File: config.mk
export PLATFORM = sky130hd
export DESIGN_NAME = alu_writeback
export DESIGN_NICKNAME = d
export VERILOG_FILES = /design/src/rtl/alu_writeback_pkg.sv /design/src/rtl/cond_check.sv /design/src/rtl/alu_writeback.sv
export SDC_FILE = /design/constraint.sdc
export NUM_CORES = 1
export LEC_CHECK = 0
export ABC_AREA = 1
export CORE_MARGIN = 2
export CORE_UTILIZATION = 55
export DETAILED_ROUTE_END_ITERATION = 8
export DONT_BUFFER_PORTS = 1
export PLACE_DENSITY = 0.72
export SKIP_LAST_GASP = 1
export SYNTH_ARGS = -nofsm -noshare
export SYNTH_HDL_FRONTEND = slang
export SYNTH_HIERARCHICAL = 1
export SYNTH_SLANG_ARGS = --single-unit
File: constraint.sdc
create_clock -name clk -period 4.7 [get_ports clk]
set_input_delay 0.235 -clock clk [delete_from_list [all_inputs] [get_ports clk]]
set_output_delay 0.235 -clock clk [all_outputs]
set_load 0.02 [all_outputs]
File: src/rtl/alu_writeback_pkg.sv
// Shared ALU/writeback definitions: condition codes, flag bits,
// opcodes and the execute-to-writeback entry bundle.
package alu_writeback_pkg;

  localparam int unsigned FLAG_N = 3;
  localparam int unsigned FLAG_Z = 2;
  localparam int unsigned FLAG_C = 1;
  localparam int unsigned FLAG_V = 0;

  localparam logic [3:0] PC_REG = 4'd15;

  typedef enum logic [3:0] {
    COND_EQ = 4'h0,
    COND_NE = 4'h1,
    COND_CS = 4'h2,
    COND_CC = 4'h3,
    COND_MI = 4'h4,
    COND_PL = 4'h5,
    COND_VS = 4'h6,
    COND_VC = 4'h7,
    COND_HI = 4'h8,
    COND_LS = 4'h9,
    COND_GE = 4'hA,
    COND_LT = 4'hB,
    COND_GT = 4'hC,
    COND_LE = 4'hD,
    COND_AL = 4'hE,
    COND_NV = 4'hF
  } cond_e;

  typedef enum logic [3:0] {
    OP_AND = 4'h0,
    OP_EOR = 4'h1,
    OP_SUB = 4'h2,
    OP_RSB = 4'h3,
    OP_ADD = 4'h4,
    OP_ADC = 4'h5,
    OP_SBC = 4'h6,
    OP_RSC = 4'h7,
    OP_TST = 4'h8,
    OP_TEQ = 4'h9,
    OP_CMP = 4'hA,
    OP_CMN = 4'hB,
    OP_ORR = 4'hC,
    OP_MOV = 4'hD,
    OP_BIC = 4'hE,
    OP_MVN = 4'hF
  } alu_op_e;

  typedef enum logic {
    WB_EMPTY = 1'b0,
    WB_FULL  = 1'b1
  } wb_state_e;

  typedef struct packed {
    logic [31:0] result;
    logic [3:0]  nzcv;
    logic        wb;
    logic [3:0]  rd;
    logic        s;
    logic [3:0]  cond;
  } wb_entry_t;

endpackage

File: src/rtl/cond_check.sv
// ARM condition evaluator; purely combinational so fetch and
// decode can reuse it against their own flag views.
module cond_check
  import alu_writeback_pkg::*;
(
  input  logic [3:0] cond,
  input  logic [3:0] nzcv,
  output logic       pass
);

  logic n, z, c, v;

  assign n = nzcv[FLAG_N];
  assign z = nzcv[FLAG_Z];
  assign c = nzcv[FLAG_C];
  assign v = nzcv[FLAG_V];

  always_comb begin
    pass = 1'b0;
    unique case (cond)
      COND_EQ: pass = z;
      COND_NE: pass = ~z;
      COND_CS: pass = c;
      COND_CC: pass = ~c;
      COND_MI: pass = n;
      COND_PL: pass = ~n;
      COND_VS: pass = v;
      COND_VC: pass = ~v;
      COND_HI: pass = c & ~z;
      COND_LS: pass = ~c | z;
      COND_GE: pass = (n == v);
      COND_LT: pass = (n != v);
      COND_GT: pass = ~z & (n == v);
      COND_LE: pass = z | (n != v);
      COND_AL: pass = 1'b1;
      COND_NV: pass = 1'b0;
    endcase
  end

endmodule

File: src/rtl/alu_writeback.sv
// Writeback stage: single-entry holding register, conditional
// commit to the register file, CPSR flags and retire counter.
module alu_writeback
  import alu_writeback_pkg::*;
#(
  parameter int CNT_W = 32
) (
  input  logic             clk,
  input  logic             reset,
  input  logic             in_valid,
  output logic             in_ready,
  input  logic [31:0]      alu_result,
  input  logic [3:0]       alu_nzcv,
  input  logic             result_writeback,
  input  logic [3:0]       rd,
  input  logic             set_flags,
  input  logic [3:0]       cond,
  output logic             rf_we,
  output logic [3:0]       rf_waddr,
  output logic [31:0]      rf_wdata,
  input  logic             rf_ready,
  output logic [3:0]       cpsr_nzcv,
  output logic             pc_flush,
  output logic [CNT_W-1:0] retired_cnt
);

  wb_state_e state_q, state_d;
  wb_entry_t held_q;
  logic      full;
  logic      pass;
  logic      commit;
  logic      accept;
  logic      flush_d;

  cond_check u_cond (
    .cond (held_q.cond),
    .nzcv (cpsr_nzcv),
    .pass (pass)
  );

  assign full     = (state_q == WB_FULL);
  assign rf_we    = full & pass & held_q.wb;
  assign rf_waddr = held_q.rd;
  assign rf_wdata = held_q.result;
  assign commit   = full & (~rf_we | rf_ready);
  assign in_ready = ~pc_flush & (~full | commit);
  assign accept   = in_valid & in_ready;
  assign flush_d  = commit & rf_we & (held_q.rd == PC_REG);

  // A younger entry taken alongside a PC write is wrong-path: squash it.
  always_comb begin
    state_d = state_q;
    if (flush_d) begin
      state_d = WB_EMPTY;
    end else if (accept) begin
      state_d = WB_FULL;
    end else if (commit) begin
      state_d = WB_EMPTY;
    end
  end

  always_ff @(posedge clk or negedge reset) begin
    if (!reset) begin
      state_q <= WB_EMPTY;
    end else begin
      state_q <= state_d;
    end
  end

  always_ff @(posedge clk or negedge reset) begin
    if (!reset) begin
      held_q <= '0;
    end else if (accept) begin
      held_q <= '{
        result: alu_result,
        nzcv:   alu_nzcv,
        wb:     result_writeback,
        rd:     rd,
        s:      set_flags,
        cond:   cond
      };
    end
  end

  always_ff @(posedge clk or negedge reset) begin
    if (!reset) begin
      cpsr_nzcv   <= '0;
      retired_cnt <= '0;
      pc_flush    <= 1'b0;
    end else begin
      pc_flush <= flush_d;
      if (commit && pass) begin
        retired_cnt <= retired_cnt + 1'b1;
        if (held_q.s) begin
          cpsr_nzcv <= held_q.nzcv;
        end
      end
    end
  end

endmodule
Word level (Yosys, flattened, before mapping)
Index checks and enable logic that the tools add are counted.
- flip-flop bits (word level): 84
- bits of input ports: 50
- output and inout port bits: 75
- logic and storage cells: 57
- muxes and demuxes: 4
- reduce and logical (&&, ||, !) cells: 4
- bitwise operators: 20
- add/subtract/negate cells: 1
- equality and inequality tests: 18
- operators with widths (operator ; number):
    $eq 4x4->1 const B ; 9
    $add 32x1->32 const B ; 1
    $eq 4x3->1 const B ; 4
    $pmux 1 s16 ; 1
    $and 1x1->1 ; 9
    $eq 4x2->1 const B ; 2
    $not 1->1 ; 7
    $eq 4x1->1 const B ; 1
    $logic_not 4->1 ; 1
    $or 1x1->1 ; 4
    $mux 1 ; 3
    $reduce_bool 3->1 ; 1
    $reduce_and 2->1 ; 1
    $eq 1x1->1 ; 1
    $logic_and 1x1->1 ; 1
    $ne 1x1->1 ; 1

Logic depth before layout (Yosys ltp)
Gate-level depths: netlist of run 1.
- word-level depth: 13
- depth in mapped cells: 19
- depth with buffers taken out: 18

Cells and area by module
Netlist of run 1, hierarchy kept.
- modules (own cells, without submodules) (module ; sequential area each (um2) ; area each (um2) ; cells an instance ; times used):
    alu_writeback ; 2102.0 ; 4101.4 ; 494 ; 1
    cond_check ; 0.0 ; 205.2 ; 45 ; 1

Worst setup path before layout of run 1
OpenSTA, ideal clock, no wires.
- kind: flip-flop to flip-flop
- from: register cpsr_nzcv[3]
- to: register held_q[10] in the netlist's numbering
- required time: 4624 ps
- cell stages (with the launch flop): 18
- arrival time: 1975 ps
- path slack: 2649 ps
- path buffers: 1
- setup time: 76 ps
- period minus slack after synthesis: 2051 ps
- path through: dfrtp_1 > inv_1 > nand2_1 > nand2_1 > nand3_1 > nand2_1 > nand2_1 > nand3_1 > nand2_1 > nand3_2 > nand3_1 > nor2_2 > nor2_2 > nand2_2 > inv_2 > buf_4 > nand2_1 > o21ai_1
- longest elaborated chain between the ends: 11
- elaborated cells between the ends (all ways): 14
- classes of those cells: 2 x eq/ne; 1 x mux; 11 x bitwise
- ends and longest elaborated chain (what ; RTL line ; RTL):
    start: declaration ; alu_writeback.sv:22 ; output logic [3:0] cpsr_nzcv,
    start signal: assignment ; alu_writeback.sv:95 ; cpsr_nzcv <= held_q.nzcv;
    $ne 1x1->1 or $eq 1x1->1 (tied branches) ; -- ;
    $or 1x1->1 or $and 1x1->1 (tied branches) ; cond_check.sv:34, cond_check.sv:33 ;
    $pmux 1 s16 * ; cond_check.sv:20 ; unique case (cond)
    net pass ; alu_writeback.sv:30 ; logic pass;
    $and 1x1->1 * (2 in series) ; alu_writeback.sv:42 ; assign rf_we = full & pass & held_q.wb;
    $not 1->1 * ; alu_writeback.sv:45 ; assign commit = full & (~rf_we | rf_ready);
    $or 1x1->1 * ; alu_writeback.sv:45 ;
    $and 1x1->1 * ; alu_writeback.sv:45 ;
    $or 1x1->1 * ; alu_writeback.sv:46 ; assign in_ready = ~pc_flush & (~full | commit);
    $and 1x1->1 * ; alu_writeback.sv:46 ;
    net in_ready ; alu_writeback.sv:11 ; output logic in_ready,
    $and 1x1->1 * ; alu_writeback.sv:47 ; assign accept = in_valid & in_ready;
    end signal: assignment ; alu_writeback.sv:74 ; held_q <= '{
    end: declaration ; alu_writeback.sv:28 ; wb_entry_t held_q;
The timed path passes the listed nets; every way through them passes the cells marked *.
A chain may end at the register's enable or synchronous reset.

Worst setup path after layout of run 1
- from: register cpsr_nzcv[3]
- to: register held_q (netlist bit rf_wdata[1])
The elaborated chain is that of the path after synthesis.

==> metrics.md, run 1 <==
| Metric | Value |
|---|---|
| Yosys warns | 6 |
| Vias in the first global route | 3,345 |
| Worst Path Max Fanout | 52 |
| Hold Slack | 11.52 ps |
| Die Width | 92.49 um |
| DR pass1 iterations | 4 |
| Mapped Avg Cell Area | 7.990 um^2 |
| CP Cell Sequence | inv_1 -> nand2_1 -> nand3_1 -> nand2_1 -> nand2_1 -> nand2_1 -> nand3_1 -> nand2_1 -> nand3_2 -> nand3_1 -> nor2_2 -> nor2_2 -> nand2_2 -> buf_4 -> inv_2 -> nand2_1 -> nand2_1 |
| Syn Std Cell Area | 4307 um^2 |
| Critical Path Source Type | flop |
| DR DRC count | 0 |
| Most used cell along the critical path | nand2_1 |
| Fin crit period | 3063 ps |
| DR iter-0 viols | 220 |
| Routed Antenna Nets | 0 |
| Worst-Margin Slew | 825.1 ps |
| Initial Util | 0.5632 |
| R2r setup slk | 1640 ps |
| Mean routed wirelength per cell | 14.74 um |
| Setup ws final | 1637 ps |
| Cell variety after synth | 25 |
| Required time worst endpoint | 4980 ps |
| Gr usage total | 0.2300 |
| Synth top area cells | dfrtp_1 (49%), nand2_1 (19%), buf_4 (7.1%) |
| Fmax | 0.3265 GHz |
| Worst VDD drop | 0.2299 mV |
| Clock tree buffer depth | 2 |
| Area grow syn2layout | 5.694% |
| TritonCTS buffer count | 9 |
| Die area | 8554 um^2 |
| H-tree levels | 3 |
| TNS Setup | 0 ps |
| Seq/Total Area, Yosys | 0.4881 |
| Final HPWL DP | 6396 um |
| Crit. End Element | flop |
| Clk slew on worst S/H paths | 90 ps |
| Core Rows | 32 |
| Root buffer cell | clkbuf_8 |
| Layout cells sized above 1 | 0.09159 |
| Initial antenna violation count | 0 |
| Worst Path Arrival | 3340 ps |
| Hold Vio Cnt, Final | 0 |
| Final Cycle Share | 0.6517 |
| Vias | 3,359 |
| Fin Clk Skew | 10.90 ps |
| First-pass GRT wire length | 15,570 um |
| GRT Max-Usage Layer | met2 |
| Io pins | 125 |
| Final Slew Violations | 0 |
| CTS tree | yes |
| P_leak | 2.232 nW |
| Max-slew headroom | 0.4499 |
| Max incr delay on CP | 640 ps |
| GPL Wtd Cong | 0.8903 |
| Met2 Use GR | 0.3844 |
| RSZ-0062 raised after global routing | false |
| Synth top area share | 0.4881 |
| Largest net degree at the start of global routing | 85 |
| Total core area | 7647 um^2 |
| Hold WC Path Type | in -> reg |
| Vias per inst | 5.273 |
| Worst-Skew Late Latency | 340 ps |
| Setup CP Type | reg -> reg |
| Pre-CTS WS | 1676 ps |
| Die Ht | 92.49 um |
| # resized after CTS | 0 |
| Final setup vio count | 0 |
| Syn Inst Count | 539 |
| Pwr dens | 404.8 nW/um^2 |
| Met1 Resource Use GR | 0.2878 |
| Biggest area consumer among synthesized cells | dfrtp_1 |
| NumNets Final | 581 |
| IO buf count | 0 |
| Post-synth net total | 590 |
| Max Cap Viol | 0 |
| Slowest-stage cell, CP | inv_2 |
| Final wirelength | 9389 um |
| Status | complete, no violations |
| Grt ovf | 0 |
| Synth Register Bits | 84 |
| Ant. Diodes | 0 |
| # clock sinks | 84 |
| Grt met3 use | 0.05777 |
-- cell usage after synthesis --
master	number
nand2_1	222
dfrtp_1	84
buf_4	41
inv_1	36
nor2_1	35
nand3_1	21
nand4_1	16
xnor2_1	12
nor2_2	10
o21ai_1	10
xor2_1	8
buf_2	7
o21ai_0	7
inv_2	6
nor2_4	5
nand2_2	3
nand3_2	3
nor3_2	3
and2_1	2
nand3b_1	2
o211ai_1	2
a21oi_1	1
ha_1	1
nand2_4	1
nor3_1	1
-- kinds of logic (layout without fill, tap and decap cells) --
family	after synthesis	after routing	share of synthesized area
simple gates	324	324	0.3277
buf+inv	90	86	0.1162
flops	84	84	0.4881
compound gates	20	20	0.02440
xor+xnor	20	20	0.04067
fa+ha+maj	1	1	0.002905
-- per-layer routing --
layer  vias up  routed length, um
li1       1622                  -
met1      1570               3858
met2       147               4505
met3        20                818
met4         0                206
met5         -                  0
-- through the flow --
stage	power, W	instance area (um^2)	instances	utilization
finish	0.001842	4552	637	0.5952
global route	0.001965	4552	637	0.5952
CTS	0.001860	4542	636	0.5939
detailed placement	0.001379	4106	595	0.5370
global placement	0.001361	4106	595	0.5370
floorplan	0.001366	4307	539	-
-- cells in the final DEF, fill, tap and decap left out --
master	instances
a21oi_1	1
and2_1	2
buf_16	1
buf_4	2
clkbuf_1	1
clkbuf_8	9
clkinv_2	3
clkinv_4	1
clkinvlp_4	1
dfrtp_1	84
dlygate4sd3_1	25
ha_1	1
inv_1	36
inv_2	6
inv_6	1
nand2_1	222
nand2_2	3
nand2_4	1
nand3_1	21
nand3_2	3
nand3b_1	2
nand4_1	16
nor2_1	35
nor2_2	10
nor2_4	5
nor3_1	1
nor3_2	3
o211ai_1	2
o21ai_0	7
o21ai_1	10
xnor2_1	12
xor2_1	8
-- sequential cells by signal, indices dropped and copies added (netlist names) --
| signal | flops |
|---|---|
| retired_cnt | 32 |
| rf_wdata | 32 |
| held_q | 10 |
| cpsr_nzcv | 4 |
| rf_waddr | 4 |
| full | 1 |
| pc_flush | 1 |
-- worst max-delay path: cells and delay by family (launching register included) --
kind | cells | cell delay (ps)
and+or+nand+nor | 14 | 1370
buffers and inverters | 3 | 1060
DFF | 1 | 520
-- where the power goes --
part	total (W)	switching [W]	internal, W
registers	0.00104	0.000214	0.000822
logic	0.000362	0.000239	0.000124
clock network	0.000444	0.000251	0.000192
total	0.00184	0.000704	0.00114
-- layout make-up --
class	instances	area, um^2
Clock buffer	10	127.6
Clock inverter	6	40.04
Fill cell	691	3095
Inverter	42	157.7
Multi-Input combinational cell	365	1704
Sequential cell	84	2102
Tap cell	102	127.6
Timing Repair Buffer	28	292.8
-- path summary, 6_finish.rpt --
| path | start | end | cells after the start |
|---|---|---|---|
| max in group asynchronous | reset | rf_wdata[17] | 2 |
| hold reg to reg | held_q[4] | held_q[4] | 2 |
| setup / recovery | cpsr_nzcv[3] | rf_wdata[1] | 17 |
| min in group asynchronous | reset | rf_wdata[13] | 2 |
| hold / removal | alu_result[27] | rf_wdata[27] | 2 |
| setup reg to reg | cpsr_nzcv[3] | rf_wdata[1] | 17 |
-- repair_timing --
item	CTS	global route
hold buffers	25	1
endpoints found under the hold margin	107	1
setup buffers	0	0
No activity file was read; power rests on OpenSTA's default activity.
==> run 2: changes to the inputs <==
--- a/config.mk
+++ b/config.mk
@@ -10,7 +10,7 @@
 export CORE_UTILIZATION = 55
 export DETAILED_ROUTE_END_ITERATION = 8
 export DONT_BUFFER_PORTS = 1
-export PLACE_DENSITY = 0.72
+export PLACE_DENSITY = 0.75
 export SKIP_LAST_GASP = 1
 export SYNTH_ARGS = -nofsm -noshare
 export SYNTH_HDL_FRONTEND = slang
==> constraint.sdc (replaced) <==
create_clock -name clk -period 2.8 [get_ports clk]
set_input_delay 0.14 -clock clk [delete_from_list [all_inputs] [get_ports clk]]
set_output_delay 0.14 -clock clk [all_outputs]
set_load 0.02 [all_outputs]
==> metrics.md, run 2 (synthesis gave the netlist of run 1 again) <==
| Metric | Value |
|---|---|
| IO buf count | 0 (unchanged) |
| Die Width | 92.49 um (unchanged) |
| DR DRC count | 0 (unchanged) |
| Non-Filler Instances | 661 (+3.8%) |
| Vias per inst | 5.166 (-2.0%) |
| Max-slew headroom | 0.7159 (+0.2660) |
| Final Slew Violations | 0 (unchanged) |
| Reg2Reg Depth | 15 (-2) |
| Gr usage total | 0.2382 (+0.008241) |
| Vias in the first global route | 3,468 (+3.7%) |
| # clock sinks | 84 (unchanged) |
| Core Rows | 32 (unchanged) |
| GPL Wtd Cong | 0.8185 (-8.1%) |
| Final wirelength | 9826 um (+4.7%) |
| Worst Path Buf+Inv | 3 (unchanged) |
| P_leak | 2.361 nW (+5.8%) |
| Beginning of the worst hold path | rf_ready |
| Placed cell count | 599 (+0.67%) |
| TritonCTS buffer count | 9 (unchanged) |
| Worst-Margin Slew | 426.1 ps (-399.0 ps) |
| NumNets Final | 607 (+4.5%) |
| Status | complete, no violations |
| Sw Pwr | 0.001191 W (+69%) |
| Sequential Power Share | 0.528 (-0.035) |
| # resized after CTS | 0 (unchanged) |
| Die Ht | 92.49 um (unchanged) |
| Grt ovf | 0 (unchanged) |
| Die area | 8554 um^2 (unchanged) |
| Most used cells in the layout excluding fill and tap cells | nand2_1 (222), dfrtp_1 (84), dlygate4sd3_1 (47), inv_1 (36), nor2_1 (35) |
| Fin Clk Skew | 6.675 ps (-4.226 ps) |
| TNS Setup | 0 ps (unchanged) |
| Internal | 0.002107 W (+85%) |
| Area grow syn2layout | 12.32% |
| Kind of cell adding the most delay to the critical path | simple AND/OR/NAND/NOR gates |
| H-tree levels | 3 (unchanged) |
| DR iter-0 viols | 221 (+0.45%) |
| Sw frac | 0.3612 (-0.02098) |
| Most used cell along the critical path | nand2_1 |
| Clock tree buffer depth | 2 (unchanged) |
| Routed Antenna Nets | 0 (unchanged) |
| Clock share of power | 0.273 (+0.032) |
| DR pass1 iterations | 4 (unchanged) |
| Total core area | 7647 um^2 (unchanged) |
| Final Cycle Share | 0.8494 (+0.1977) |
| Root buffer cell | clkbuf_8 |
| Clk slew on worst S/H paths | 80 ps (about the same) |
| Layout cells sized above 1 | 0.09302 (+0.001434) |
| Slowest-stage cell, CP | dfrtp_1 |
| Hold WC Path Type | in -> reg |
| Worst VDD drop | 0.4661 mV (+100%) |
| Initial Util | 0.5632 (unchanged) |
| Fin crit period | 2378 ps (-684.5 ps) |
| Worst Path Arrival | 2620 ps (-720 ps) |
| Final setup vio count | 0 (unchanged) |
| Pwr dens | 681.9 nW/um^2 (+68%) |
| CTS tree | yes |
| Max Cap Viol | 0 (unchanged) |
| Hold Vio Cnt, Final | 0 (unchanged) |
| Worst-Skew Late Latency | 340 ps (about the same) |
| Largest net degree at the start of global routing | 85 (unchanged) |
| Fmax | 0.4204 GHz (+29%) |
| First-pass GRT wire length | 15,970 um (+2.6%) |
| Final core utilization | 0.6325 (+0.03730) |
| Required time worst endpoint | 3040 ps (-1940 ps) |
| Max incr delay on CP | 500 ps (-140 ps) |
| Critical Path Source Type | flop |
| Crit. End Element | flop |
| CP Cell Sequence | inv_1 -> nand2_1 -> nand2_1 -> nand3_1 -> nand2_1 -> nand2_1 -> nand3_1 -> nand2_1 -> nand3_2 -> nand2_1 -> inv_1 -> o21ai_1 -> inv_2 -> nand2_1 -> o21ai_0 |
| Commonest non-fill, non-tap cell in the layout | nand2_1 |
| Worst R2R Start | cpsr_nzcv[3] |
| RSZ-0062 raised after global routing | false |
| Final HPWL DP | 6584 um (+2.9%) |
| Number of fillers in the final layout | 641 (-7.2%) |
| Mean routed wirelength per cell | 14.87 um (+0.85%) |
| Combinational Power Share | 0.198 (about the same) |
| Worst Path Max Fanout | 24 (-54%) |
| Io pins | 125 (unchanged) |
| Initial antenna violation count | 0 (unchanged) |
| Storage element area | 2102 um^2 (unchanged) |
| R2r setup slk | 420 ps (-1220 ps) |
| Hold Path Depth | 4 (+2) |
| Setup CP Type | reg -> reg |
| Reg-to-reg critical path endpoint | cpsr_nzcv[3] |
| Multi-input gate area | 1704 um^2 (unchanged) |
| Ant. Diodes | 0 (unchanged) |
| Vias | 3,415 (+1.7%) |
| Hold Path Sink | pc_flush |
==> run 2: cell count changes in the layout (fill, tap and decap cells not counted) <==
cell / change
clkinv_2: -1
buf_4: +4
clkbuf_1: -1
inv_6: -1
bufinv_16: +2
clkinvlp_4: -1
dlygate4sd3_1: +22
==> run 2: area by class of cell <==
type / instances / share of cell area
repair buffers: 54 / 0.1123
inverters: 42 / 0.03259
flip-flops and latches: 84 / 0.4346
multi-input cells: 365 / 0.3523
clock buffers: 9 / 0.02561
clock inverters: 5 / 0.01630
well taps: 102 / 0.02638
==> run 2: worst reg2reg max path, cell delays in order (launching register included) <==
cell and delay, ps:
dfrtp_1 500, inv_1 160, nand2_1 80, nand2_1 90
nand3_1 80, nand2_1 60, nand2_1 50, nand3_1 80
nand2_1 70, nand3_2 70, nand2_1 50, inv_1 50
o21ai_1 80, inv_2 310, nand2_1 260, o21ai_0 280
==> run 2: through the flow <==
stage / setup WS, ps / hold slack, ps / area, um^2 / total power [W]
after floorplan: 748.7 / -155.6 / 4307 / 0.002293
after global placement: 562.6 / -153.5 / 4136 / 0.002287
after detailed placement: 444.9 / -154.0 / 4136 / 0.002325
after CTS: 433.7 / 6.654 / 4837 / 0.003314
after global routing: 138.8 / 55.59 / 4837 / 0.003488
final: 421.6 / 31.65 / 4837 / 0.003298
==> run 2: how the worst max path moves through the flow <==
| stage | from | endpoint | slack (ps) | depth (start not counted) |
|---|---|---|---|---|
| 2_1_floorplan | cpsr_nzcv[3] | held_q[10] | 750 | 17 |
| 3_3_place_gp | cpsr_nzcv[3] | full | 560 | 16 |
| 3_5_place_dp | cpsr_nzcv[3] | full | 440 | 16 |
| 4_1_cts | cpsr_nzcv[3] | full | 430 | 16 |
| 5_1_grt | cpsr_nzcv[3] | full | 140 | 17 |
| 6_report | cpsr_nzcv[3] | cpsr_nzcv[3] | 420 | 15 |
==> run 2: per-layer routing <==
layer,track usage,up-vias,routed length [um]
li1,-,1666,-
met1,0.2696,1594,4034
met2,0.4234,139,4871
met3,0.06103,16,749
met4,0.1045,0,170
met5,0,-,0
==> run 2: repair_timing <==
action	in CTS	in global routing
buffers inserted	0	0
endpoints found under the hold margin	130	0
hold buffers	48	0
endpoints found under the setup margin	0	0
==> run 2: power groups by stage <==
stage                     combinational, W  sequential, W  clock [W]
after detailed placement          0.000562        0.00176          0
after global routing              0.000744        0.00177   0.000976
final                             0.000654        0.00174   0.000902
after global placement            0.000530        0.00176          0
after floorplan                   0.000687        0.00161          0
after CTS                         0.000647        0.00174   0.000927
